===== src/rtl/alu_wb_if.sv =====
// alu_wb_if: Alu-result input and register-file write buses for alu_writeback_stage.
//  master: upstream/register-file side (drives in_*, rf_ready).
//  slave : the writeback stage (drives in_ready, rf_*, flags_to_alu, flags_hazard).
//  in_wr_flags is nonzero when the entry updates the flags register.
interface alu_wb_if #(
    parameter int WORD_WIDTH = 32,
    parameter int REG_IDX_W  = 4,
    parameter int FLAGS_W    = 4
);
    logic                  in_valid;
    logic                  in_ready;
    logic [WORD_WIDTH-1:0] in_result;
    logic [FLAGS_W-1:0]    in_flags;
    logic [REG_IDX_W-1:0]  in_rd;
    logic                  in_wr_reg;
    logic [FLAGS_W-1:0]    in_wr_flags;
    logic [FLAGS_W-1:0]    flags_to_alu;
    logic                  flags_hazard;
    logic                  rf_valid;
    logic                  rf_ready;
    logic [REG_IDX_W-1:0]  rf_addr;
    logic [WORD_WIDTH-1:0] rf_data;
    modport master (
        output in_valid, in_result, in_flags, in_rd, in_wr_reg, in_wr_flags, rf_ready,
        input  in_ready, flags_to_alu, flags_hazard, rf_valid, rf_addr, rf_data
    );
    modport slave (
        input  in_valid, in_result, in_flags, in_rd, in_wr_reg, in_wr_flags, rf_ready,
        output in_ready, flags_to_alu, flags_hazard, rf_valid, rf_addr, rf_data
    );
endinterface


===== src/rtl/alu_writeback_stage.sv =====
// alu_writeback_stage: 2-entry skid FIFO from the Alu to the register-file write port,
// plus the architectural flags register fed back to the Alu.
//  clk, rst : rising-edge clock, synchronous active-high reset
//  bus      : alu_wb_if.slave (in_* accept side, rf_* write side, flags_to_alu/flags_hazard)
//  Macro FLARE32_WB_FLAG_BYPASS_EN: forward the youngest buffered flag write to
//  flags_to_alu (flags_hazard tied 0); undefined, flags_to_alu is flags_reg only and
//  flags_hazard reports any buffered flag write.
module alu_writeback_stage #(
    parameter int WORD_WIDTH = 32,
    parameter int REG_IDX_W  = 4,
    parameter int FLAGS_W    = 4
) (
    input logic    clk,
    input logic    rst,
    alu_wb_if.slave bus
);
    logic [WORD_WIDTH-1:0] result_q [2];
    logic [FLAGS_W-1:0]    flags_q  [2];
    logic [REG_IDX_W-1:0]  rd_q     [2];
    logic [1:0]            wr_reg_q;
    logic [1:0]            wr_flags_q;
    logic                  wp;
    logic                  rp;
    logic                  yp;
    logic [1:0]            count;
    logic [1:0]            count_nxt;
    logic                  in_ready_q;
    logic [FLAGS_W-1:0]    flags_reg;
    logic                  head_valid;
    logic                  push;
    logic                  pop;

    assign head_valid = count != 2'd0;
    assign push       = bus.in_valid & in_ready_q;
    // Non-GPR entries retire without waiting for the register-file port.
    assign pop        = head_valid & (bus.rf_ready | ~wr_reg_q[rp]);
    assign count_nxt  = count + {1'b0, push} - {1'b0, pop};
    // Youngest buffered entry sits just behind the write pointer.
    assign yp         = ~wp;

    assign bus.in_ready = in_ready_q;
    assign bus.rf_valid = head_valid & wr_reg_q[rp];
    assign bus.rf_addr  = head_valid ? rd_q[rp] : '0;
    assign bus.rf_data  = head_valid ? result_q[rp] : '0;

`ifdef FLARE32_WB_FLAG_BYPASS_EN
    assign bus.flags_to_alu = (head_valid & wr_flags_q[yp]) ? flags_q[yp] :
                              (count[1] & wr_flags_q[rp])   ? flags_q[rp] : flags_reg;
    assign bus.flags_hazard = 1'b0;
`else
    assign bus.flags_to_alu = flags_reg;
    assign bus.flags_hazard = (head_valid & wr_flags_q[rp]) | (count[1] & wr_flags_q[yp]);
`endif

    always_ff @(posedge clk) begin
        if (rst) begin
            count      <= 2'd0;
            wp         <= 1'b0;
            rp         <= 1'b0;
            in_ready_q <= 1'b1;
            flags_reg  <= '0;
        end else begin
            count      <= count_nxt;
            // Registered from the next-state count: no rf_ready-to-in_ready path.
            in_ready_q <= ~count_nxt[1];
            if (push) wp <= ~wp;
            if (pop) rp <= ~rp;
            if (pop & wr_flags_q[rp]) flags_reg <= flags_q[rp];
        end
    end

    always_ff @(posedge clk) begin
        if (push) begin
            result_q[wp]   <= bus.in_result;
            flags_q[wp]    <= bus.in_flags;
            rd_q[wp]       <= bus.in_rd;
            wr_reg_q[wp]   <= bus.in_wr_reg;
            wr_flags_q[wp] <= |bus.in_wr_flags;
        end
    end
endmodule


===== src/flat_wrapper.sv =====
// flat-port wrapper written by rule: the top's interface ports become plain ports
module alu_writeback_stage_flat 
#(
    parameter int WORD_WIDTH = 32,
    parameter int REG_IDX_W  = 4,
    parameter int FLAGS_W    = 4
)
  (clk, rst, bus_in_valid, bus_in_result, bus_in_flags, bus_in_rd, bus_in_wr_reg, bus_in_wr_flags, bus_rf_ready, bus_in_ready, bus_flags_to_alu, bus_flags_hazard, bus_rf_valid, bus_rf_addr, bus_rf_data);
  alu_wb_if #(.WORD_WIDTH(WORD_WIDTH), .REG_IDX_W(REG_IDX_W), .FLAGS_W(FLAGS_W)) bus_i ();
  input logic clk;
  input logic rst;
  input wire logic [$bits(bus_i.in_valid)-1:0] bus_in_valid;
  input wire logic [$bits(bus_i.in_result)-1:0] bus_in_result;
  input wire logic [$bits(bus_i.in_flags)-1:0] bus_in_flags;
  input wire logic [$bits(bus_i.in_rd)-1:0] bus_in_rd;
  input wire logic [$bits(bus_i.in_wr_reg)-1:0] bus_in_wr_reg;
  input wire logic [$bits(bus_i.in_wr_flags)-1:0] bus_in_wr_flags;
  input wire logic [$bits(bus_i.rf_ready)-1:0] bus_rf_ready;
  output wire logic [$bits(bus_i.in_ready)-1:0] bus_in_ready;
  output wire logic [$bits(bus_i.flags_to_alu)-1:0] bus_flags_to_alu;
  output wire logic [$bits(bus_i.flags_hazard)-1:0] bus_flags_hazard;
  output wire logic [$bits(bus_i.rf_valid)-1:0] bus_rf_valid;
  output wire logic [$bits(bus_i.rf_addr)-1:0] bus_rf_addr;
  output wire logic [$bits(bus_i.rf_data)-1:0] bus_rf_data;
  assign bus_i.in_valid = bus_in_valid;
  assign bus_i.in_result = bus_in_result;
  assign bus_i.in_flags = bus_in_flags;
  assign bus_i.in_rd = bus_in_rd;
  assign bus_i.in_wr_reg = bus_in_wr_reg;
  assign bus_i.in_wr_flags = bus_in_wr_flags;
  assign bus_i.rf_ready = bus_rf_ready;
  assign bus_in_ready = bus_i.in_ready;
  assign bus_flags_to_alu = bus_i.flags_to_alu;
  assign bus_flags_hazard = bus_i.flags_hazard;
  assign bus_rf_valid = bus_i.rf_valid;
  assign bus_rf_addr = bus_i.rf_addr;
  assign bus_rf_data = bus_i.rf_data;
  alu_writeback_stage #(.WORD_WIDTH(WORD_WIDTH), .REG_IDX_W(REG_IDX_W), .FLAGS_W(FLAGS_W)) u_core (.clk(clk), .rst(rst), .bus(bus_i));
endmodule

===== config.mk =====
export PLATFORM = sky130hd
export DESIGN_NAME = alu_writeback_stage_flat
export DESIGN_NICKNAME = d
export VERILOG_FILES = /design/src/rtl/alu_wb_if.sv /design/src/rtl/alu_writeback_stage.sv /design/src/flat_wrapper.sv
export SDC_FILE = /design/constraint.sdc
export NUM_CORES = 1
export LEC_CHECK = 0
export CAP_MARGIN = 20
export CORE_AREA = 2 2 90 92
export CTS_CLUSTER_SIZE = 40
export DETAILED_ROUTE_END_ITERATION = 10
export DIE_AREA = 0 0 92 94
export GPL_TIMING_DRIVEN = 0
export PLACE_DENSITY = 0.78
export SYNTH_ARGS = -nofsm -noshare
export SYNTH_HDL_FRONTEND = slang
export SYNTH_SLANG_ARGS = --single-unit

===== constraint.sdc =====
create_clock -name clk -period 3.6 [get_ports clk]
set_clock_uncertainty 0.05 [all_clocks]
set_input_delay 0.72 -clock clk [delete_from_list [all_inputs] [get_ports clk]]
set_output_delay 0.72 -clock clk [all_outputs]
set_load 0.1 [all_outputs]

==> results.toml, run 1 <==
[run_status]
status = "finished, final reports clean"

[clocking]
clock_latency_ns = 0.34
cts.sinks = 94
clk_pin_slew_worst_paths_ns = 0.09
ctsHoldBuffers = 0
htree_levels = 3
cts_max_path_buffers = 2
cts_tree = "yes"
cts_root_buf = "clkbuf_8"
cts_inserted_buffers = 9

[timing]
whs_ns = 0.543
finalCriticalPeriod_ns = 3.27
slew_viol_final = 0
setup_viol = 0
worst_slack_ns = 0.334
fmax_ghz = 0.306
rsz0062_at_grt = "no"
fin_crit_sh = 0.907
final_hold_viol_count = 0
slew_headroom = 0.331
worst_pin_slew_ns = 1.00

[critical_path]
reg2reg_depth = 9
required_ns = 2.83
crit_path_start = "u_core.count[1]$_SDFF_PP0_"
r2r-end = "u_core.bus.in_ready$_SDFF_PP1_"
endpoint = "bus_flags_hazard"
crit_type = "reg2out"
arrival_ns = 2.50
start_kind = "flop"
path_max_fanout = 10
rrSetupSlack_ns = 1.16
r2r-start = "u_core.rp$_SDFFE_PP0P_"
end_kind = "output pin"

[synth]
yosys.area.top_type = "edfxtp_1"
synth_area_per_cell_sq_um = 16.3
yosysTopAreaCellShare = 0.694
synth_cells = 223
synth_area_sq_um = 3630
synthFlopType = "edfxtp_1"
ys_ff_latch = 94
ys_top_cells_by_area = "edfxtp_1, mux2i_1, dfxtp_1"
synthDistinctLibCells = 23
synth_fp_nets = 274
ys_seq_area_frac = 0.750
yosysWarnings = 0
synth_edf_count = 84
synthArstFlopShare = 0

[finish]
diodes = 0
nets = 378
synthToLayoutAreaGrowth_pct = 34.6
drive_above_1_share = 0.0964
utilization = 0.642

[placed_design]
place_ws_ns = 0.250
hpwl_microns = 4220
gp_congestion = 0.694
portBuffers = 91

[die]
fp-row-count = 32
start_util = 0.477
coreArea_sq_um = 7610
die_y_microns = 94
die_area_sq_um = 8650
io_pins = 92
chipWidth_microns = 92

[grt]
grt_overflow = 0
grt_pass1_vias = 2115
grt_max_degree = 23
grt_use_total = 0.151
grt_antenna_before_repair = 0
grt_pass1_wl_microns = 9740

[route]
via_per_inst = 4.71
vias = 2044
initialDrtViolationCount = 88
wl_microns = 6150
postRouteAntennaNets = 0
routedWlPerCell_microns = 14.2
first_pass_iters = 4
drc = 0

[min_path]
min_path_cells = 2
hold_start = "u_core.count[1]$_SDFF_PP0_"
hold_path.class = "reg2reg"

[flow_run]
max_cap_violations = 0
-- registers in the layout (all words and copies together), names as in the netlist, named ones only --
signal	flops
u_core.rp	1
u_core.wp	1
u_core.result_q	64
u_core.wr_flags_q	2
u_core.flags_q	8
u_core.wr_reg_q	2
u_core.rd_q	8
u_core.count	2
u_core.bus.in_ready	1
u_core.bus.flags_to_alu	4
-- worst min-delay path by stage --
stage	to	slack [ns]
final	u_core.count[1]$_SDFF_PP0_	0.54
after global routing	u_core.count[1]$_SDFF_PP0_	0.58
after CTS	u_core.count[1]$_SDFF_PP0_	0.55
after detailed placement	u_core.count[1]$_SDFF_PP0_	0.54
after global placement	u_core.wp$_SDFFE_PP0P_	0.50
after floorplan	u_core.wp$_SDFFE_PP0P_	0.47
-- stage by stage --
stage               instance area (sq um)  TNS [ns]  instances
finish                               4890         0        434
detailed placement                   4730         0        418
global route                         4890         0        434
CTS                                  4890         0        434
floorplan                            3630         0        223
global placement                     4670    -39.16        416
-- area by class of cell --
cell class                      instances  area, sq um
Timing Repair Buffer                   93          928
Multi-Input combinational cell        115          853
Inverter                                4         15.0
Buffer                                 10         50.0
Tap cell                              102          128
Fill cell                             564         2720
Clock buffer                           10          128
Clock inverter                          6         62.6
Sequential cell                        94         2720
-- cell usage in the layout, fill, tap and decap left out, drive strengths merged, types with 2 or more instances in the layout --
cell,count
clkdlybuf4s50,61
nor2,45
edfxtp,84
xor2,2
nor2b,6
inv,4
mux2,8
clkinv,4
dfxtp,10
mux2i,41
clkbuf,12
dlygate4sd2,30
buf,10
nand2,3
ha,2
-- per-layer routing --
metal  vias to the layer above  share of wire  wire length (microns)  global-route usage
li1                       1021              -                      -                   -
met1                       955           0.41                   2530               0.174
met2                        59           0.52                   3220               0.265
met3                         9          0.047                    289              0.0425
met4                         0          0.018                    110              0.0647
met5                         -              0                      0                   0
-- timing repair --
| action | in CTS | in global routing |
|---|---|---|
| endpoints found under the setup margin | 30 | 0 |
| hold endpoints to repair | 0 | 0 |
| buffers inserted | 0 | 0 |
| resized for setup | 30 | 0 |
-- critical path, cell delays in order (launching register included) --
cell	delay [ns]
dfxtp_1	0.41
nor2_1	0.10
clkbuf_1	0.26
o21ai_0	0.23
clkdlybuf4s50_1	1.16
-- cell usage after synthesis (2+ instances only) --
master,instances
edfxtp_1,84
nor2_1,45
mux2i_1,41
dfxtp_1,10
nor2b_1,6
mux2_4,5
buf_2,4
inv_1,4
buf_1,3
mux2_2,3
nand2_1,3
clkbuf_1,2
ha_1,2
xor2_1,2
-- logic make-up (layout without fill, tap and decap cells) --
family / Yosys count / after routing / share of synthesized area
AO/OA/AOI/OAI: 4 / 4 / 0.00964
adder cells (fa/ha/maj): 2 / 2 / 0.00689
multiplexers: 49 / 49 / 0.143
flip-flops: 94 / 94 / 0.750
buffers and inverters: 14 / 123 / 0.0179
XOR/XNOR: 2 / 2 / 0.00482
AND/OR/NAND/NOR: 58 / 58 / 0.0682
Power of run 1 is not shown: default switching activity piles up to over one toggle a cycle in this logic, so the estimate is an artifact.
==> run 2: changes to the inputs <==
- CORE_AREA: 2 2 90 92 -> 2 2 94 96
- DIE_AREA: 0 0 92 94 -> 0 0 96 98
- PLACE_DENSITY: 0.78 -> 0.75
- clock period: 3.6 -> 3 ns (I/O delays scaled with it)
==> run 2 against run 1 <==
Worst setup slack got worse by 0.25 ns. Cell count rose by 1.4%. Flip-flop and latch count unchanged. Hold slack gained 0.0065 ns. Routed wire length up 2.1%. Count of clock-buffer cells in the layout increased by 3. Global-route usage is 0.81 points lower. First-iteration DRC count decreased by 43%. Register-to-register slack got worse by 0.58 ns. Core utilization is 5.5 points lower. Critical path depth unchanged. Sequential share of layout area shrank 0.94 points. Largest cell class unchanged.
==> results.toml, run 2 (synthesis gave the netlist of run 1 again) <==
[critical_path]
required_ns = 2.35
cp_slowest_cell = "clkdlybuf4s50_1"
max_stage_delay_ns = 1.12
worstPathCellList = "buf_6, mux2_4, o21a_1, clkdlybuf4s50_1"
end_kind = "output pin"
crit_type = "reg2out"
arrival_ns = 2.26
start_kind = "flop"
path_max_fanout = 8

[route]
met1Wirelength_microns = 2700
initialDrtViolationCount = 50
dr_wl_met2_microns = 3100
wl_met3_microns = 367
via_per_inst = 4.68
first_pass_iters = 4
postRouteAntennaNets = 0
drc = 0
routedWlPerCell_microns = 14.3
wl_microns = 6280
vias = 2058
top_layer = "met4"

[timing]
worst_pin_slew_ns = 0.983
slew_headroom = 0.347
setup_viol = 0
rsz0062_at_grt = "no"
final_hold_viol_count = 0
worst_slack_ns = 0.0884
finalCriticalPeriod_ns = 2.91
slew_viol_final = 0
fmax_ghz = 0.343
tns_ns = 0
fin_crit_sh = 0.971

[flow_run]
max_cap_violations = 0

[finish]
seq_area_sq_um = 2720
multi_input_area_sq_um = 853
final_cell_mix = "edfxtp_1, clkdlybuf4s50_1, nor2_1, mux2i_1, clkdlybuf4s15_2"
top_regs = "u_core.result_q: 64 flops, u_core.flags_q: 8 flops, u_core.rd_q: 8 flops"
final_cells = 440
largest_register_ffs = 64
drive_above_1_share = 0.199
diodes = 0
synthToLayoutAreaGrowth_pct = 36.9
final_common_cell = "edfxtp_1"
nets = 378
fillCellCount = 682
top_register = "u_core.result_q"

[die]
io_pins = 92
start_util = 0.429
fp-row-count = 34
coreArea_sq_um = 8470
die_y_microns = 98
die_area_sq_um = 9410
chipWidth_microns = 96

[placed_design]
gp_congestion = 0.702
portBuffers = 91
place_ws_ns = -0.197
hpwl_microns = 4400
dp.cells = 424

[min_path]
hold_path.class = "reg2reg"

[grt]
grt_pass1_vias = 2199
grt_max_degree = 28
grt_use_total = 0.143
grt_pass1_wl_microns = 9960
grt_antenna_before_repair = 0
grt_overflow = 0

[run_status]
status = "finished, final reports clean"

[clocking]
htree_levels = 3
cts_tree = "yes"
cts_root_buf = "clkbuf_8"
clock_latency_ns = 0.34
cts_inserted_buffers = 9
cts_max_path_buffers = 2
ctsHoldBuffers = 0
clk_pin_slew_worst_paths_ns = 0.08
cts.sinks = 94
[run 2: cell types whose count changed in the layout (fill, tap and decap cells not counted), sizes merged, moves of 3 or more]
| cell | delta |
|---|---|
| dlygate4sd2 | -23 |
| clkinv | -3 |
| clkbuf | +4 |
| clkdlybuf4s15 | +30 |
| clkdlybuf4s50 | -7 |
[run 2: worst paths after layout]
kind	from	endpoint	slack, ns	cells past startpoint
setup / recovery	u_core.rp$_SDFFE_PP0P_	bus_rf_valid	0.09	4
hold / removal	u_core.count[1]$_SDFF_PP0_	u_core.count[1]$_SDFF_PP0_	0.55	2
setup reg to reg	u_core.rp$_SDFFE_PP0P_	u_core.bus.in_ready$_SDFF_PP1_	0.58	9
hold reg to reg	u_core.count[1]$_SDFF_PP0_	u_core.count[1]$_SDFF_PP0_	0.55	2
[run 2: stage by stage]
| step | utilization | instance area (sq um) | hold WS (ns) |
|---|---|---|---|
| floorplan | - | 3630 | 0.489 |
| finish | 0.587 | 4970 | 0.549 |
| detailed placement | 0.558 | 4730 | 0.533 |
| global placement | 0.553 | 4680 | 0.514 |
| CTS | 0.587 | 4970 | 0.548 |
| global route | 0.587 | 4970 | 0.588 |
[run 2: routing by layer]
layer  global-route usage  up-vias
met3               0.0347       11
met2                0.239       62
met1                0.171      968
met4               0.0692        0
li1                     -     1017
met5                    0        -
[run 2: repair_timing]
action	CTS	global route
resized for setup	99	1
gates cloned	0	0
buffers inserted	0	0
setup endpoints to repair	37	2
[run 2: critical path: cells and delay by family (launching register included)]
family / cells / cell delay [ns]
multiplexers: 1 / 0.21
buffers and inverters: 2 / 1.26
flip-flops: 1 / 0.31
AO/OA/AOI/OAI: 1 / 0.12
[run 2: cell type report]
cell class | instances | share of cell area
clock inverters | 3 | 0.00831
flip-flops and latches | 94 | 0.548
repair buffers | 93 | 0.197
clock buffers | 13 | 0.0342
plain buffers | 10 | 0.0108
multi-input cells | 115 | 0.172
well taps | 108 | 0.0272
inverters | 4 | 0.00302
Power of run 2 is left out for the same reason.
==> run 3: changes to the inputs <==
- ABC_CLOCK_PERIOD_IN_PS: unset -> 3000
==> results of run 3 <==
No change in the layout: final DEF, timing and power equal those of run 2.
Power of run 3 is left out for the same reason.
==> edit 1: new RTL, flow settings as in run 1 <==
Add a define of `FLARE32_WB_FLAG_BYPASS_EN`.
--- a/src/rtl/alu_writeback_stage.sv
+++ b/src/rtl/alu_writeback_stage.sv
@@ -6,4 +6,6 @@
 //  flags_to_alu (flags_hazard tied 0); undefined, flags_to_alu is flags_reg only and
 //  flags_hazard reports any buffered flag write.
+`define FLARE32_WB_FLAG_BYPASS_EN
+
 module alu_writeback_stage #(
     parameter int WORD_WIDTH = 32,
Check against the original RTL: not equivalent (a bounded check fails within 4 cycles, from zero or initial values and one cycle with rst high).
==> edit 1 against run 1 <==
Critical path type unchanged; cell area is 2.0% higher; sequential cell count did not move; final cell count is 2.5% higher; routed wire length grew 9.7%; critical path depth up 1; area after synthesis rose by 2.5%; die area did not move; fmax is 5.2% lower; hold slack worse by 74 ps; global-route usage is 0.90 points higher; worst setup slack worse by 180 ps; highest routed layer unchanged.
==> edit 1: results (changes against run 1) <==
R2R depth 3 (-6); sequential-to-total area share from yosys stat 0.731 (-0.0186); ys async rst share 0 (unchanged); metal2 WL 3.55 mm (+10%); # fillers 552 (-2.1%); layout cell share with drive strength beyond 1 0.111 (+0.0144); total number of vias 2198 (+7.5%); Total Wirelength 6.75 mm (+9.7%); adder-cell share of the synthesized area 0.00336 (-0.00353); Synth area leaders edfxtp_1 68%, mux2i_1 12%, dfxtp_1 5.4%, nor2_1 4.8%, mux2_1 1.5%; post-placement cell area 4810 µm² (+1.5%); Max Slew Vio Count 0 (unchanged); # diodes 0 (unchanged); crit path DAT 2670 ps (+170 ps); Clock Pin Slew Worst Setup and Hold Paths 90 ps (about the same); Min Hold Slack 469 ps (-73.8 ps); synth unique cells 26 (+13%); synthesized net count 286 (+4.4%); Placement Setup Slack 419 ps (+169 ps); Synth top cells by count 84 x edfxtp_1, 48 x nor2_1, 46 x mux2i_1, 10 x dfxtp_1, 6 x nand2_1; first-pass GRT wire length 10.3 mm (+5.9%); min Tclk post-route 3440 ps (+178 ps); Hold Startpoint u_core.flags_reg[3]; CP endpoint bus_rf_data[22]; Routed met3 length 358 µm (+24%); Synth Area in XOR/XNOR 0.00470 (-0.000120); Mapped Cells 236 (+5.8%); dpl hpwl 4.68 mm (+11%); Reg-to-Reg End u_core.result_q[1][22]; worst r2r src u_core.wp; Synth Area in Compound Gates 0.0161 (+0.00648); top flop regs u_core.result_q (64), u_core.flags_q (8), u_core.rd_q (8); run status finished, final reports clean; met1 WL 2.75 mm (+8.6%); Placed Cells 429 (+2.6%); vias in the first global route 2256 (+6.7%); PortBufs 89 (-2.2%); Final nets 388 (+2.6%); post-CTS sizing 0 (-100%); drt wl/cell 15.2 µm (+6.9%); R2R Setup Slk 1830 ps (+670 ps); 1st-iter DRT viols 53 (-40%); Hold Path Sink u_core.flags_reg[3]
==> edit 1: cell count changes in the layout (fill, tap and decap cells not counted), sizes merged, moves of 3 or more <==
cell,delta
nor2b,-4
inv,-3
o21ai,+5
clkdlybuf4s50,+24
mux2i,+6
dlygate4sd2,-30
dlymetal6s2s,+4
nor2,+4
nand2,+4
==> edit 1: routing by layer <==
layer	vias up	GRT usage
met5	-	0
met4	0	0.0721
met3	7	0.0425
met2	59	0.289
met1	1065	0.178
li1	1067	-
==> edit 1: power breakdown <==
group / switching [µW] / internal, µW / leakage (µW)
registers: 23.1 / 1270 / 0.000867
clock network: 342 / 251 / 0.0000755
logic: 473 / 207 / 0.000838
==> edit 1: area by class of cell <==
class                      instances  share of cell area
sequential                        94               0.546
timing repair buffer              91               0.192
multi-input combinational        130               0.189
clock buffer                      11              0.0264
tap                              102              0.0256
buffer                            11              0.0133
clock inverter                     5             0.00728
inverter                           1            0.000753
==> edit 2: new RTL, flow settings as in run 1 <==
Without the edit above. Make the reset (`rst`) asynchronous in one clocked block. Comments in the files are not updated.
--- a/src/rtl/alu_writeback_stage.sv
+++ b/src/rtl/alu_writeback_stage.sv
@@ -53,5 +53,5 @@
 `endif
 
-    always_ff @(posedge clk) begin
+    always_ff @(posedge clk or posedge rst) begin
         if (rst) begin
             count      <= 2'd0;
Function: differs if rst is asserted again (counterexample within 4 cycles, from zero or initial values and one cycle with rst high); with rst held inactive, the same outputs for 10 cycles.
==> edit 2 against run 1 <==
Fmax shrank 5.1%; sequential share of layout area up 0.19 points; non-clock buffer count is 2 lower; sequential cell count is 1 lower; cell area rose by 0.61%; die area is the same; worst setup slack worse by 170 ps; critical path depth increased by 2; routed wire length is 5.0% higher; area after synthesis down 1.1%; global-route usage grew 0.77 points.
Power is not shown: default switching activity piles up to over one toggle a cycle in this logic, so the estimate is an artifact.
==> edit 2: results (changes against run 1) <==
inverters 6 (+2); adder-cell share of the synthesized area 0.00697 (+0.0000792); multi-input combinational area share 0.158 (-0.0171); crit path DAT 2670 ps (+170 ps); Hold Startpoint u_core.bus.flags_to_alu[0]; Clock Pin Slew Worst Setup and Hold Paths 90 ps (about the same); post-placement cell area 4690 µm² (-0.87%); GR Layer Usage met2 0.266 (+0.000613); sequential-to-total area share from yosys stat 0.766 (+0.0159); ys async rst share 0.0968 (+0.0968); # fillers 561 (-0.53%); PortBufs 91 (unchanged); 1st-iter DRT viols 68 (-23%); run status finished, final reports clean; dpl hpwl 4.36 mm (+3.4%); first drt pass iteration count 4 (unchanged); sequential fraction of total cell area 0.559 (+0.00194); Synth Area in XOR/XNOR 0.00976 (+0.00493); clk tree area frac 0.0450 (+0.00612); mux cell area share after synthesis 0.140 (-0.00323); first-pass GRT wire length 9.98 mm (+2.4%); met1 Use GR 0.193 (+0.0185); top layer in use met4; Worst-Margin Slew 1000 ps (+0.330 ps); synth unique cells 21 (-8.7%); Max H-tree Level 3 (unchanged); Final nets 361 (-4.5%); Mapped Cells 206 (-7.6%); metal2 WL 3.27 mm (+1.6%); GR Util All Layers 0.159 (+0.00770); Non-clock buffer share 0.208 (+0.00768); Layout area overhead 36.9%; Routed met3 length 319 µm (+10%); EDFF count, synth 84 (unchanged); Synth top cells by count 84 x edfxtp_1, 39 x nor2_1, 37 x mux2i_1, 8 x dfrtp_1, 6 x inv_1; CTS root buf clkbuf_8; Synth Area in Compound Gates 0.00871 (-0.000934); pin count of the biggest net entering global routing 24 (+4.3%); # clk buffers 9 (-1); worst setup path start u_core.rp; vias in the first global route 2048 (-3.2%); drt wl/cell 15.5 µm (+9.3%); vias per inst 4.84 (+2.8%); synthesized net count 257 (-6.2%); Routability Congestion 0.679 (-2.2%); multi-input gates 99 (-14%); Layout Cells excl Fill 417 (-3.9%); antenna violations before repair 0 (unchanged); Synth area leaders edfxtp_1 70%, mux2i_1 10%, dfrtp_1 5.6%, nor2_1 4.1%, mux2_4 2.1%; Placement Setup Slack 323 ps (+73.1 ps); met3 GRT Util 0.0482 (+0.00562); Post-CTS Setup Repair Bufs 0 (unchanged); clk_lat worst skew 360 ps (+20 ps); Max stage delay on crit path roughly 1200 ps; Placed Cells 401 (-4.1%); post-synthesis register bit count 93 (-1.1%); layout cell share with drive strength beyond 1 0.130 (+0.0338); post-CTS sizing 1 (-97%); met1 WL 2.76 mm (+8.9%); nonclk buf count 101 (-1.9%)
==> edit 2: cell count changes after synthesis, sizes merged, moves of 2 or more <==
| cell | run 1 | this run |
|---|---|---|
| xnor2 | 0 | 3 |
| inv | 4 | 6 |
| clkbuf | 2 | 0 |
| dfxtp | 10 | 0 |
| mux2 | 8 | 10 |
| nand2 | 3 | 1 |
| dfrtp | 0 | 8 |
| mux2i | 41 | 37 |
| nor2 | 45 | 39 |
| nor2b | 6 | 0 |
==> edit 2: worst paths after layout <==
| kind | depth (start not counted) | slack, ps | endpoint |
|---|---|---|---|
| worst min register to register | 1 | 470 | u_core.bus.flags_to_alu[0] |
| worst max register to register | 10 | 1380 | u_core.count[1] |
| worst min-delay path | 1 | 470 | u_core.bus.flags_to_alu[0] |
| min in group asynchronous | 2 | 580 | u_core.bus.flags_to_alu[3] |
| worst max-delay path | 6 | 160 | bus_rf_data[10] |
| max in group asynchronous | 2 | 2620 | u_core.bus.in_ready |
